`config.mk`:
```
export PLATFORM = sky130hd
export DESIGN_NAME = riot_port_bank_flat
export DESIGN_NICKNAME = d
export VERILOG_FILES = /design/src/rtl/riot_pkg.sv /design/src/rtl/riot_port_bank_if.sv /design/src/rtl/riot_port.sv /design/src/rtl/riot_port_bank.sv /design/src/flat_wrapper.sv
export SDC_FILE = /design/constraint.sdc
export NUM_CORES = 1
export LEC_CHECK = 0
export ABC_AREA = 1
export CAP_MARGIN = 20
export CELL_PAD_IN_SITES_DETAIL_PLACEMENT = 0
export CELL_PAD_IN_SITES_GLOBAL_PLACEMENT = 1
export CORE_MARGIN = 10
export CORE_UTILIZATION = 41
export CTS_BUF_LIST = sky130_fd_sc_hd__clkbuf_8
export CTS_CLUSTER_SIZE = 28
export DETAILED_ROUTE_END_ITERATION = 7
export PLACE_DENSITY_LB_ADDON = 0.1
export SETUP_SLACK_MARGIN = 0.02
export SLEW_MARGIN = 20
export SYNTH_ARGS = -nofsm -noshare
export SYNTH_HDL_FRONTEND = slang
export SYNTH_SLANG_ARGS = --single-unit
```
`constraint.sdc`:
```
create_clock -name phi2 -period 1.6 [get_ports phi2]
set_input_delay 0.32 -clock phi2 [delete_from_list [all_inputs] [get_ports phi2]]
set_output_delay 0.32 -clock phi2 [all_outputs]
set_load 0.01 [all_outputs]
```
`src/rtl/riot_pkg.sv`:
```
// Shared constants for the RIOT-style port bank: register offsets within a
// port's four-register window and the derived register address width.
package riot_pkg;

  localparam logic [1:0] REG_DATA = 2'd0;
  localparam logic [1:0] REG_DDR  = 2'd1;
  localparam logic [1:0] REG_IEN  = 2'd2;
  localparam logic [1:0] REG_IFLG = 2'd3;

  // Four registers per port, so the address carries the port index above bit 1.
  function automatic int riot_addr_w(input int nports);
    return $clog2(nports * 4);
  endfunction

endpackage

```
`src/rtl/riot_port_bank_if.sv`:
```
// Register access bus between the chip decode (master) and the port bank (slave).
interface riot_port_bank_if #(
  parameter int ADDR_W = 3,
  parameter int WIDTH  = 8
);
  // Access protocol: cs is a single-cycle strobe with no back-pressure; every
  // access completes in the cycle it is presented. we selects write (1) or
  // read (0). Read data appears on rdata the cycle after the strobe and holds
  // until the next read strobe.
  logic              cs;
  logic              we;
  logic [ADDR_W-1:0] addr;
  logic [WIDTH-1:0]  wdata;
  logic [WIDTH-1:0]  rdata;

  modport master (output cs, output we, output addr, output wdata, input rdata);
  modport slave  (input cs, input we, input addr, input wdata, output rdata);

endinterface

```
`src/rtl/riot_port.sv`:
```
// One I/O port: output and direction registers, interrupt enable and flag
// registers, pad input synchroniser, edge detector and register read mux.
module riot_port
  import riot_pkg::*;
#(
  parameter int WIDTH       = 8,
  parameter int SYNC_STAGES = 2,
  parameter int EDGE_RISE   = 1
) (
  input  logic             clk,
  input  logic             rst,
  input  logic             wr_en,
  input  logic [1:0]       reg_sel,
  input  logic [WIDTH-1:0] wdata,
  input  logic [WIDTH-1:0] pin_i,
  output logic [WIDTH-1:0] pin_o,
  output logic [WIDTH-1:0] pin_oe,
  output logic [WIDTH-1:0] rd_val,
  output logic             irq_src
);

  logic [SYNC_STAGES-1:0][WIDTH-1:0] sync_q, sync_d;
  logic [WIDTH-1:0] prev_q, prev_d;
  logic [WIDTH-1:0] out_q, out_d;
  logic [WIDTH-1:0] ddr_q, ddr_d;
  logic [WIDTH-1:0] ien_q, ien_d;
  logic [WIDTH-1:0] iflg_q, iflg_d;
  logic [WIDTH-1:0] synced;
  logic [WIDTH-1:0] edge_hit;
  logic [WIDTH-1:0] clr;

  assign synced = sync_q[SYNC_STAGES-1];

  // Synchroniser shift and previous-sample tracking; prev follows the synced
  // value even in reset so no edge appears as reset is released.
  always_comb begin
    sync_d = {sync_q[SYNC_STAGES-2:0], pin_i};
    prev_d = synced;
  end

  // Sync chain and previous-sample register run freely, never cleared.
  always_ff @(posedge clk) begin
    sync_q <= sync_d;
    prev_q <= prev_d;
  end

  // Edge detection and register next-state; a new edge wins over W1C clear.
  always_comb begin
    edge_hit = (EDGE_RISE != 0) ? (synced & ~prev_q) : (~synced & prev_q);
    clr      = (wr_en && reg_sel == REG_IFLG) ? wdata : '0;
    out_d    = (wr_en && reg_sel == REG_DATA) ? wdata : out_q;
    ddr_d    = (wr_en && reg_sel == REG_DDR)  ? wdata : ddr_q;
    ien_d    = (wr_en && reg_sel == REG_IEN)  ? wdata : ien_q;
    iflg_d   = (iflg_q & ~clr) | edge_hit;
  end

  // Architectural port registers with synchronous reset.
  always_ff @(posedge clk) begin
    if (rst) begin
      out_q  <= '0;
      ddr_q  <= '0;
      ien_q  <= '0;
      iflg_q <= '0;
    end else begin
      out_q  <= out_d;
      ddr_q  <= ddr_d;
      ien_q  <= ien_d;
      iflg_q <= iflg_d;
    end
  end

  // Read mux: DATA mixes driven bits (DDR=1) with synced pad bits (DDR=0).
  always_comb begin
    rd_val = '0;
    case (reg_sel)
      REG_DATA: rd_val = (out_q & ddr_q) | (synced & ~ddr_q);
      REG_DDR:  rd_val = ddr_q;
      REG_IEN:  rd_val = ien_q;
      REG_IFLG: rd_val = iflg_q;
      default:  rd_val = '0;
    endcase
  end

  assign pin_o   = out_q;
  assign pin_oe  = ddr_q;
  assign irq_src = |(iflg_q & ien_q);

endmodule

```
`src/rtl/riot_port_bank.sv`:
```
// Bank of NPORTS RIOT-style I/O ports: address decode, registered read data
// and the registered OR of all enabled interrupt flags.
module riot_port_bank
  import riot_pkg::*;
#(
  parameter int NPORTS      = 2,
  parameter int WIDTH       = 8,
  parameter int SYNC_STAGES = 2,
  parameter int EDGE_RISE   = 1
) (
  input  logic                    phi2,
  input  logic                    rst,
  riot_port_bank_if.slave         bus,
  input  logic [NPORTS*WIDTH-1:0] pin_i,
  output logic [NPORTS*WIDTH-1:0] pin_o,
  output logic [NPORTS*WIDTH-1:0] pin_oe,
  output logic                    irq
);

  localparam int ADDR_W = riot_addr_w(NPORTS);

  logic [ADDR_W-1:0] port_idx;
  logic [1:0]        reg_sel;
  logic [NPORTS-1:0] port_sel;
  logic [NPORTS-1:0] irq_src;
  logic [WIDTH-1:0]  port_rd [NPORTS];
  logic [WIDTH-1:0]  rd_mux;
  logic [WIDTH-1:0]  rdata_q, rdata_d;
  logic              irq_q, irq_d;

  assign port_idx = bus.addr >> 2;
  assign reg_sel  = bus.addr[1:0];

  for (genvar p = 0; p < NPORTS; p++) begin : g_port
    assign port_sel[p] = (port_idx == ADDR_W'(p));

    riot_port #(
      .WIDTH       (WIDTH),
      .SYNC_STAGES (SYNC_STAGES),
      .EDGE_RISE   (EDGE_RISE)
    ) u_port (
      .clk     (phi2),
      .rst     (rst),
      .wr_en   (bus.cs & bus.we & port_sel[p]),
      .reg_sel (reg_sel),
      .wdata   (bus.wdata),
      .pin_i   (pin_i[p*WIDTH +: WIDTH]),
      .pin_o   (pin_o[p*WIDTH +: WIDTH]),
      .pin_oe  (pin_oe[p*WIDTH +: WIDTH]),
      .rd_val  (port_rd[p]),
      .irq_src (irq_src[p])
    );
  end

  // Select the addressed port's read value; unmapped ports read as zero.
  always_comb begin
    rd_mux = '0;
    for (int p = 0; p < NPORTS; p++) begin
      if (port_sel[p]) rd_mux = port_rd[p];
    end
    rdata_d = (bus.cs && !bus.we) ? rd_mux : rdata_q;
    irq_d   = |irq_src;
  end

  // Registered read data (held between reads) and interrupt request.
  always_ff @(posedge phi2) begin
    if (rst) begin
      rdata_q <= '0;
      irq_q   <= 1'b0;
    end else begin
      rdata_q <= rdata_d;
      irq_q   <= irq_d;
    end
  end

  assign bus.rdata = rdata_q;
  assign irq       = irq_q;

endmodule
```
`src/flat_wrapper.sv`:
```
// flat-port wrapper written by rule: the top's interface ports become plain ports
module riot_port_bank_flat import riot_pkg::*;
#(
  parameter int NPORTS      = 2,
  parameter int WIDTH       = 8,
  parameter int SYNC_STAGES = 2,
  parameter int EDGE_RISE   = 1
)
  (phi2, rst, pin_i, pin_o, pin_oe, irq, bus_cs, bus_we, bus_addr, bus_wdata, bus_rdata);
  riot_port_bank_if #(.WIDTH(WIDTH)) bus_i ();
  input  logic phi2;
  input  logic rst;
  input  logic [NPORTS*WIDTH-1:0] pin_i;
  output logic [NPORTS*WIDTH-1:0] pin_o;
  output logic [NPORTS*WIDTH-1:0] pin_oe;
  output logic irq;
  input wire logic [$bits(bus_i.cs)-1:0] bus_cs;
  input wire logic [$bits(bus_i.we)-1:0] bus_we;
  input wire logic [$bits(bus_i.addr)-1:0] bus_addr;
  input wire logic [$bits(bus_i.wdata)-1:0] bus_wdata;
  output wire logic [$bits(bus_i.rdata)-1:0] bus_rdata;
  assign bus_i.cs = bus_cs;
  assign bus_i.we = bus_we;
  assign bus_i.addr = bus_addr;
  assign bus_i.wdata = bus_wdata;
  assign bus_rdata = bus_i.rdata;
  riot_port_bank #(.NPORTS(NPORTS), .WIDTH(WIDTH), .SYNC_STAGES(SYNC_STAGES), .EDGE_RISE(EDGE_RISE)) u_core (.phi2(phi2), .rst(rst), .bus(bus_i), .pin_i(pin_i), .pin_o(pin_o), .pin_oe(pin_oe), .irq(irq));
endmodule
```
==> flow_summary_export.csv <==
group,metric,value,unit
setup_path,cp_slowest_cell,"clkdlybuf4s50_1",
grt,grt_usage,0.165,
setup_path,cp-end-kind,"flip-flop",
timing,fin_hold_ws,0.316,ns
min_path,hold_start,"pin_i[9]",
clock_tree,clock-sinks,121,
power,report.power.total,6.57,mW
timing,report.final.hold_viol_count,0,
placement,dpl_cell_area,5600,µm²
logic_synthesis,synth.avg_cell_area,7.96,µm²
grt,antenna_found_initial,0,
setup_path,crit_required,1.94,ns
clock_tree,clk_latency,0.44,ns
floorplanning,die_h,126,µm
placement,gp_congestion,0.830,
setup_path,crit_fanout,16,
timing,worst_slack,0.0823,ns
placement,dpl.cell_count,792,
drt,remaining_drc_errors,0,
drt,vias_per_cell,4.79,
clock_tree,clockBufferDepth,2,
placement,place_ws,-0.393,ns
floorplanning,core_area,10900,µm²
timing,max-slew-margin-rel,0.755,
cells_and_area,drive_gt1_frac,0.115,
cells_and_area,n_antenna_cell,0,
setup_path,crit_start,"bus_addr[2]",
setup_path,slowest_delay,0.63,ns
grt,grt_max_degree,74,
grt,grt_pass1_wl,21100,µm
cells_and_area,nets,702,
clock_tree,post_cts_buffers,0,
power,ir_drop,0.000940,V
floorplanning,dieArea,15900,µm²
floorplanning,initial_utilization,0.422,
flow_run,maxCapViolations,0,
setup_path,criticalPathCategory,"input port to flip-flop",
timing,finClkSkew,0.00888,ns
clock_tree,path_clk_slew,0.07,ns
clock_tree,htree_levels,4,
timing,max_freq,0.659,GHz
clock_tree,ctsHoldBuffers,0,
logic_synthesis,synth_top_cell_area_share,0.525,
floorplanning,rows,38,
setup_path,reg2reg_from,"u_core.g_port[0].u_port.pin_oe[7]",
cells_and_area,area_delta_synth_final,29.0,%
power,cellPowerDensity,1100,nW/µm²
drt,wl,12600,µm
cells_and_area,final_util,0.545,
logic_synthesis,synth_warnings,0,
cells_and_area,final_cell_mix,"nand2_1 (153), dfxtp_1 (118), nor2_1 (69)",
timing,fin_crit,1.52,ns
cells_and_area,design_area,5960,µm²
cells_and_area,final_common_cell,"nand2_1",
grt,grt_pass1_vias,3928,
cells_and_area,finalNonFillerCells,824,
timing,tightest_slew,0.368,ns
logic_synthesis,yosysUniqueCellTypes,22,
clock_tree,clockRootBuffer,"clkbuf_8",
floorplanning,pin_count,72,
min_path,hold_path_class,"input port to flip-flop",
power,leakagePower,2.76,nW
timing,maxSlewViolCount,0,
placement,port_buffers,71,
timing,rsz0062_at_grt,"true",
logic_synthesis,synth_cells,580,
grt,grt_overflow,0,
clock_tree,numCtsBuffers,17,
logic_synthesis,synth_area_leader_cell,"dfxtp_1",
floorplanning,die_x,126,µm
timing,finalSetupViolations,0,
timing,layout_worst_path_cycle_share,0.949,
clock_tree,ctsResizeCount,44,
drt,final_antenna_net_count,0,
drt,wire_per_inst,15.3,µm
setup_path,arrival,1.86,ns
logic_synthesis,ys_seq_area_frac,0.525,
clock_tree,cts_tree,"built",
drt,via_count,3945,
setup_path,start_kind,"input port",
logic_synthesis,synth_area,4620,µm²
logic_synthesis,synth_seq_cells,121,
drt,dr.pass1.iters,7,
timing,finalSetupTns,0,ns
outcome,status,"finished, final reports clean",
placement,hpwl,9050,µm
logic_synthesis,syn_nets,611,
setup_path,path_cells,"clkdlybuf4s50_1, nand3_2, nor3_4, buf_12, nor2_1, a211oi_1",
logic_synthesis,ys_top_cells_by_area,"dfxtp_1 (52%), nand2_1 (12%), a211oi_1 (6.8%)",
drt,drtIter0Drc,301,
==> final cells by class <==
type,instances,area (µm²)
repair buffers,93,885
clock inverters,12,131
well taps,140,175
multi-input cells,366,1790
clock buffers,20,275
flip-flops and latches,121,2430
fillers,1058,4980
inverters,72,278
==> critical path, delay by kind of cell <==
| kind | cells | cell delay (ns) |
|---|---|---|
| buffers and inverters | 2 | 0.81 |
| AO/OA/AOI/OAI | 1 | 0.17 |
| AND/OR/NAND/NOR | 3 | 0.56 |
==> cells in the mapped netlist <==
cell type  count
nand2_1      153
dfxtp_1      121
nor2_1        69
inv_1         65
a211oi_1      42
nand3_1       40
o21ai_0       24
a21oi_1       17
clkbuf_1      10
a211oi_2       6
buf_6          5
inv_2          4
nand4_1        4
nor2_4         4
buf_4          3
inv_4          3
buf_2          2
nand2_2        2
nand3_2        2
nor2_8         2
buf_1          1
nor3_4         1
==> power breakdown <==
group	total (mW)	switching, mW	internal (mW)	leakage [nW]
logic	0.564	0.325	0.240	1.53
registers	3.23	0.0780	3.15	1.00
clock network	2.78	1.15	1.63	0.226
==> routing by layer <==
metal	track usage	vias to the layer above	wire length, µm
met5	0	-	0
met4	0.0576	0	136
met3	0.0529	14	749
met2	0.244	85	5550
met1	0.220	1794	6210
li1	-	2052	-
==> path summary, 6_finish.rpt <==
kind | slack [ns] | endpoint | cells past startpoint
min reg2reg | 0.33 | u_core.g_port[0].u_port.prev_d[6] | 0
max | 0.08 | u_core.g_port[1].u_port.pin_oe[4] | 6
max reg2reg | 0.50 | u_core.bus.rdata[7] | 9
min | 0.32 | u_core.g_port[1].u_port.sync_d[9] | 1
==> registers in the layout, indices dropped and copies added (netlist names) <==
register / cells
u_core.g_port.u_port.ien_q: 16
u_core.g_port.u_port.iflg_q: 16
u_core.g_port.u_port.pin_o: 16
u_core.g_port.u_port.pin_oe: 16
u_core.g_port.u_port.prev_d: 16
u_core.g_port.u_port.prev_q: 16
u_core.g_port.u_port.sync_d: 16
u_core.bus.rdata: 8
u_core.irq: 1
==> cell families after synthesis <==
logic type	after synthesis	share of synthesized area
AO/OA/AOI/OAI	89	0.129
flip-flops	121	0.525
AND/OR/NAND/NOR	277	0.258
buffers and inverters	93	0.0883
Note: power is estimated with default switching activity, not from simulation.
